## src/rtl/divider_pkg.sv

```systemverilog
// Shared types and constants for the 16/8 restoring divider.
// Optional feature macro used by the top level: DIVIDER_FAST_PATH_EN.
package divider_pkg;

   localparam int DIVIDEND_W = 16;
   localparam int DIVISOR_W  = 8;
   localparam int PR_W       = DIVISOR_W + 1;
   localparam int STEP_W     = 5;

   localparam logic [STEP_W-1:0]     STEP_LAST    = 5'd15;
   localparam logic [DIVIDEND_W-1:0] DBZ_QUOTIENT = 16'hFFFF;

   typedef enum logic [1:0] {
      IDLE = 2'd0,
      CALC = 2'd1,
      DONE = 2'd2
   } state_t;

endpackage

```

## src/rtl/div_step.sv

```systemverilog
// One restoring-division step: shift in the next dividend bit, subtract the
// divisor when it fits, and report the resulting quotient bit.
module div_step
   import divider_pkg::*;
(
   input  logic [PR_W-1:0]      pr,
   input  logic                 n_bit,
   input  logic [DIVISOR_W-1:0] d,
   output logic [PR_W-1:0]      pr_next,
   output logic                 q_bit
);

   logic [PR_W-1:0] shifted;
   logic [PR_W-1:0] diff;

   // PR is one bit wider than D, so the compare and subtract never wrap.
   assign shifted = {pr[DIVISOR_W-1:0], n_bit};
   assign diff    = shifted - {1'b0, d};
   assign q_bit   = (shifted >= {1'b0, d});
   assign pr_next = q_bit ? diff : shifted;

endmodule

```

## src/rtl/restoring_divider_16by8.sv

```systemverilog
// Sequential unsigned 16/8 restoring divider, one quotient bit per clock.
// Define DIVIDER_FAST_PATH_EN to skip CALC when D == 0 or N < D.
module restoring_divider_16by8
   import divider_pkg::*;
(
   input  logic                  clk,
   input  logic                  rst_n,
   input  logic                  in_valid,
   output logic                  in_ready,
   input  logic [DIVIDEND_W-1:0] dividend,
   input  logic [DIVISOR_W-1:0]  divisor,
   output logic                  out_valid,
   input  logic                  out_ready,
   output logic [DIVIDEND_W-1:0] quotient,
   output logic [DIVISOR_W-1:0]  remainder,
   output logic                  div_by_zero,
   output state_t                fsm_state
);

   // Handshake: a transfer happens on a rising edge where valid && ready.
   // in_ready is high only in IDLE, out_valid only in DONE, so they never overlap.

   state_t                state;
   state_t                state_next;
   logic [STEP_W-1:0]     step;
   logic [DIVIDEND_W-1:0] n_q;
   logic [DIVISOR_W-1:0]  d_q;
   logic [PR_W-1:0]       pr;
   logic                  accept;
   logic                  last_step;
   logic                  fast_hit;

   logic [PR_W-1:0]       pr_next;
   logic                  q_bit;

   div_step u_div_step (
      .pr      (pr),
      .n_bit   (n_q[DIVIDEND_W-1]),
      .d       (d_q),
      .pr_next (pr_next),
      .q_bit   (q_bit)
   );

   assign in_ready  = (state == IDLE);
   assign out_valid = (state == DONE);
   assign fsm_state = state;
   assign accept    = in_valid && in_ready;
   assign last_step = (step == STEP_LAST);

`ifdef DIVIDER_FAST_PATH_EN
   assign fast_hit = (divisor == '0) || (dividend < {{(DIVIDEND_W-DIVISOR_W){1'b0}}, divisor});
`else
   assign fast_hit = 1'b0;
`endif

   always_ff @(posedge clk or negedge rst_n) begin
      if (!rst_n) begin
         state <= IDLE;
      end else begin
         state <= state_next;
      end
   end

   always_comb begin
      state_next = state;
      case (state)
         IDLE: begin
            if (accept) begin
               state_next = fast_hit ? DONE : CALC;
            end
         end
         CALC: begin
            if (last_step) begin
               state_next = DONE;
            end
         end
         DONE: begin
            if (out_ready) begin
               state_next = IDLE;
            end
         end
         default: state_next = IDLE;
      endcase
   end

   // n_q shifts dividend bits out of the top and quotient bits in at the
   // bottom, so after 16 steps it holds the quotient.
   always_ff @(posedge clk or negedge rst_n) begin
      if (!rst_n) begin
         step        <= '0;
         n_q         <= '0;
         d_q         <= '0;
         pr          <= '0;
         quotient    <= '0;
         remainder   <= '0;
         div_by_zero <= 1'b0;
      end else begin
         case (state)
            IDLE: begin
               if (accept) begin
                  n_q  <= dividend;
                  d_q  <= divisor;
                  pr   <= '0;
                  step <= '0;
                  if (fast_hit) begin
                     quotient    <= (divisor == '0) ? DBZ_QUOTIENT : '0;
                     remainder   <= dividend[DIVISOR_W-1:0];
                     div_by_zero <= (divisor == '0);
                  end
               end
            end
            CALC: begin
               n_q  <= {n_q[DIVIDEND_W-2:0], q_bit};
               pr   <= pr_next;
               step <= step + 5'd1;
               if (last_step) begin
                  // With D == 0 every step subtracts nothing, so PR ends as N[7:0].
                  quotient    <= (d_q == '0) ? DBZ_QUOTIENT : {n_q[DIVIDEND_W-2:0], q_bit};
                  remainder   <= pr_next[DIVISOR_W-1:0];
                  div_by_zero <= (d_q == '0);
               end
            end
            default: ;
         endcase
      end
   end

endmodule

```

## config.mk

```make
export PLATFORM = sky130hd
export DESIGN_NAME = restoring_divider_16by8
export DESIGN_NICKNAME = d
export VERILOG_FILES = /design/src/rtl/divider_pkg.sv /design/src/rtl/div_step.sv /design/src/rtl/restoring_divider_16by8.sv
export SDC_FILE = /design/constraint.sdc
export NUM_CORES = 1
export LEC_CHECK = 0
export BUFFER_PORTS_ARGS = -buffer_cell sky130_fd_sc_hd__clkbuf_2
export CORE_UTILIZATION = 45
export DETAILED_ROUTE_END_ITERATION = 8
export HOLD_SLACK_MARGIN = 0.12
export PLACE_DENSITY = 0.72
export SLEW_MARGIN = 20
export SYNTH_ARGS = -nofsm -noshare
export SYNTH_HDL_FRONTEND = slang
export SYNTH_SLANG_ARGS = --single-unit
```

## constraint.sdc

```tcl
create_clock -name clk -period 2.2 [get_ports clk]
set_input_delay 0.11 -clock clk [delete_from_list [all_inputs] [get_ports clk]]
set_output_delay 0.11 -clock clk [all_outputs]
set_load 0.02 [all_outputs]
```

==> results.md <==
* Router iterations before antenna repair at 4
* Slew HR at 0.579
* Share of layout cells above drive strength 1 at 0.245
* CTS Sinks at 64
* Hold Crit Class: primary input to asynchronous set/reset pin
* Clk Tree Root Cell: clkbuf_8
* Status: complete, no violations
* Worst Setup Slack, final at 0.0612 ns
* Syn Nets at 360
* First-pass GRT wire length at 13,100 um
* GPL Wtd Cong at 0.960
* Most frequent cell after synthesis: dfrtp_1
* Clk_lat worst skew at 0.35 ns
* Critical path buffers and inverters at 1
* Largest net degree at the start of global routing at 31
* Worst Reg-to-Reg Cells at 6
* Reg2Reg Setup Slack at 0.06 ns
* Initial Util at 0.466
* Worst path cell trace: inv_1 -> ha_1 -> a21o_4 -> o311a_1 -> a2111o_1 -> a21oi_1
* Antenna viol nets, final at 0
* Synth area leader: dfrtp_1
* Layout Area Growth over Synthesis at 30.7%
* CTS Buffer Depth at 2
* RSZ-0062 raised after global routing: yes
* Power Density at 1800 mW/mm^2
* Die W at 85.6 um
* Setup TNS at 0 ns
* Mapped Area at 0.00315 sq mm
* Initial antenna violation count at 0
* Final WL at 7940 um
* Post-DP HPWL at 5320 um
* Slowest stage delay, CP at 0.43 ns
* Crit path depth at 6
* Top_reg_cell synth: dfrtp_1
* Hold slack at 0.249 ns
* R2R Path End: remainder[7]
* Die area at 0.00733 sq mm
* Core ar. at 0.00676 sq mm
* Total grt overflow at 0
* Placement Setup Slack at 0.0990 ns
* Top cells by area, synth: dfrtp_1 51%, nand2_1 6.9%, o22a_1 4.2%
* Critical Path Start: d_q[6]
* Max VDD drop at 790 uV
* Initial drt markers at 158
* Critical Path RT at 2.47 ns
* YS warnings at 0
* Die Y at 85.6 um
* H-tree depth at 3
* Synth Instances at 321
* Buffers on Ports at 56
* Global router's overall resource usage at 0.232
* Max Freq at 0.468 GHz
* Layout Nets at 455
* FF+latch count, synth at 64
* Max-Cap Viols at 0
* Clock slew at reported path FFs at 0.08 ns
* Final setup fails at 0
* CP Capture Type: register
* CTS buffer count at 9
* Max-slew violations at 0
* Cell Rows at 30
* Ys async rst share at 1.00
* Crit path max fanout at 9
* WS Path Type: register to register
* Static leakage at 0.00195 uW
* EDFF count, synth at 0
* Top cells by count, synth: 64 x dfrtp_1, 58 x nand2_1, 27 x nor2_1
* Share of the synthesized area in the top cell type at 0.509
* Period utilisation layout at 0.972
* Tmin final at 2.14 ns
* Fin. Hold Viols at 0
* I/O pins at 57
* Via/cell ratio at 5.57
* Avg Inst Size Synth at 9.80 sq um
* Setup crit end: remainder[7]
* Reg2Reg Launch Point: d_q[6]
* CP arrival at 2.41 ns
* Family with the most delay on the worst path: compound AO/OA/AOI/OAI gates
* N_diodes at 0
* Vias in the first global route at 2,735
* Number of library cell types mapped by synthesis at 51
* Worst clock skew at 0.0109 ns
* Crit path max-delay cell type: a2111o_1
* Routed wire per std cell at 15.9 um
* Sequential area share after synthesis at 0.509
* DR DRC count at 0
* Vias at 2,790
* Transition time of the tightest slew-check pin at 0.630 ns
* CTS tree: done
* CP Launch Type: register
how the worst min path moves through the flow:
stage / slack, ns / end
final: 0.25 / d_q[1]
after global routing: 0.29 / d_q[1]
after detailed placement: 0.09 / div_by_zero
after global placement: 0.1 / div_by_zero
after floorplan: -0.19 / d_q[0]
after CTS: 0.27 / d_q[1]
area by class of cell:
cell class / instances / area, sq um
clock buffer: 9 / 124
tap: 80 / 100
fill: 580 / 2650
timing repair buffer: 102 / 694
inverter: 11 / 41.3
multi-input combinational: 228 / 1450
sequential: 64 / 1600
clock inverter: 7 / 103
per-layer routing:
metal	track usage	vias to the layer above	share of wire
met5	0	-	0
met1	0.306	1359	0.46
met2	0.385	72	0.48
met4	0.0924	0	0.019
met3	0.0356	15	0.042
li1	-	1344	-
power by group:
group / switching, uW / leakage, uW / total, uW / internal (uW)
logic: 2330 / 0.00106 / 4050 / 1720
clock network: 509 / 0.000110 / 1160 / 649
registers: 420 / 0.000777 / 2180 / 1760
total: 3260 / 0.00195 / 7390 / 4130
what timing repair did:
item | in CTS | in global routing
hold buffers | 26 | 0
setup buffers | 0 | 1
setup endpoints to repair | 0 | 13
resized for setup | 0 | 7
hold endpoints to repair | 42 | 0
flip-flops by register name (all words and copies together), names as in the netlist:
| name | cells |
|---|---|
| step | 5 |
| div_by_zero | 1 |
| quotient | 16 |
| n_q | 16 |
| d_q | 8 |
| remainder | 8 |
| fsm_state | 2 |
| pr | 8 |
logic make-up (layout without fill, tap and decap cells):
kind of cell / Yosys count / in the layout / synth area share
and+or+nand+nor: 114 / 114 / 0.157
AOI/OAI and AO/OA: 97 / 97 / 0.230
DFF: 64 / 64 / 0.509
buffers and inverters: 29 / 129 / 0.0402
adders and majority gates: 11 / 11 / 0.0461
xor gates and xnor gates: 3 / 3 / 0.00835
muxes: 3 / 3 / 0.00954
worst register-to-register path: stages, from the launching register on:
cell	delay (ns)
dfrtp_1	0.36
inv_1	0.08
ha_1	0.41
a21o_4	0.29
o311a_1	0.34
a2111o_1	0.43
a21oi_1	0.15
stage by stage:
stage	power (uW)	util	cells	area (sq um)
floorplan	4920	-	321	3150
global placement	5950	0.531	458	3580
detailed placement	6050	0.531	458	3580
CTS	7280	0.603	500	4070
global route	7920	0.609	501	4110
finish	7390	0.609	501	4110
cells in the final DEF (no fill, tap or decap), drive strengths merged, types with 3 or more instances in the layout:
master	count
o22a	15
mux2i	3
nand4	3
a41oi	3
a31oi	16
nor3	4
dlygate4sd3	26
o21ai	21
and2	5
a211oi	3
nand2b	6
nor2	27
buf	20
a21o	5
nand3	5
dfrtp	64
inv	13
o31ai	6
a21oi	7
ha	10
clkbuf	65
nand2	58
o211ai	4
Note: power is estimated with default switching activity, not from simulation.
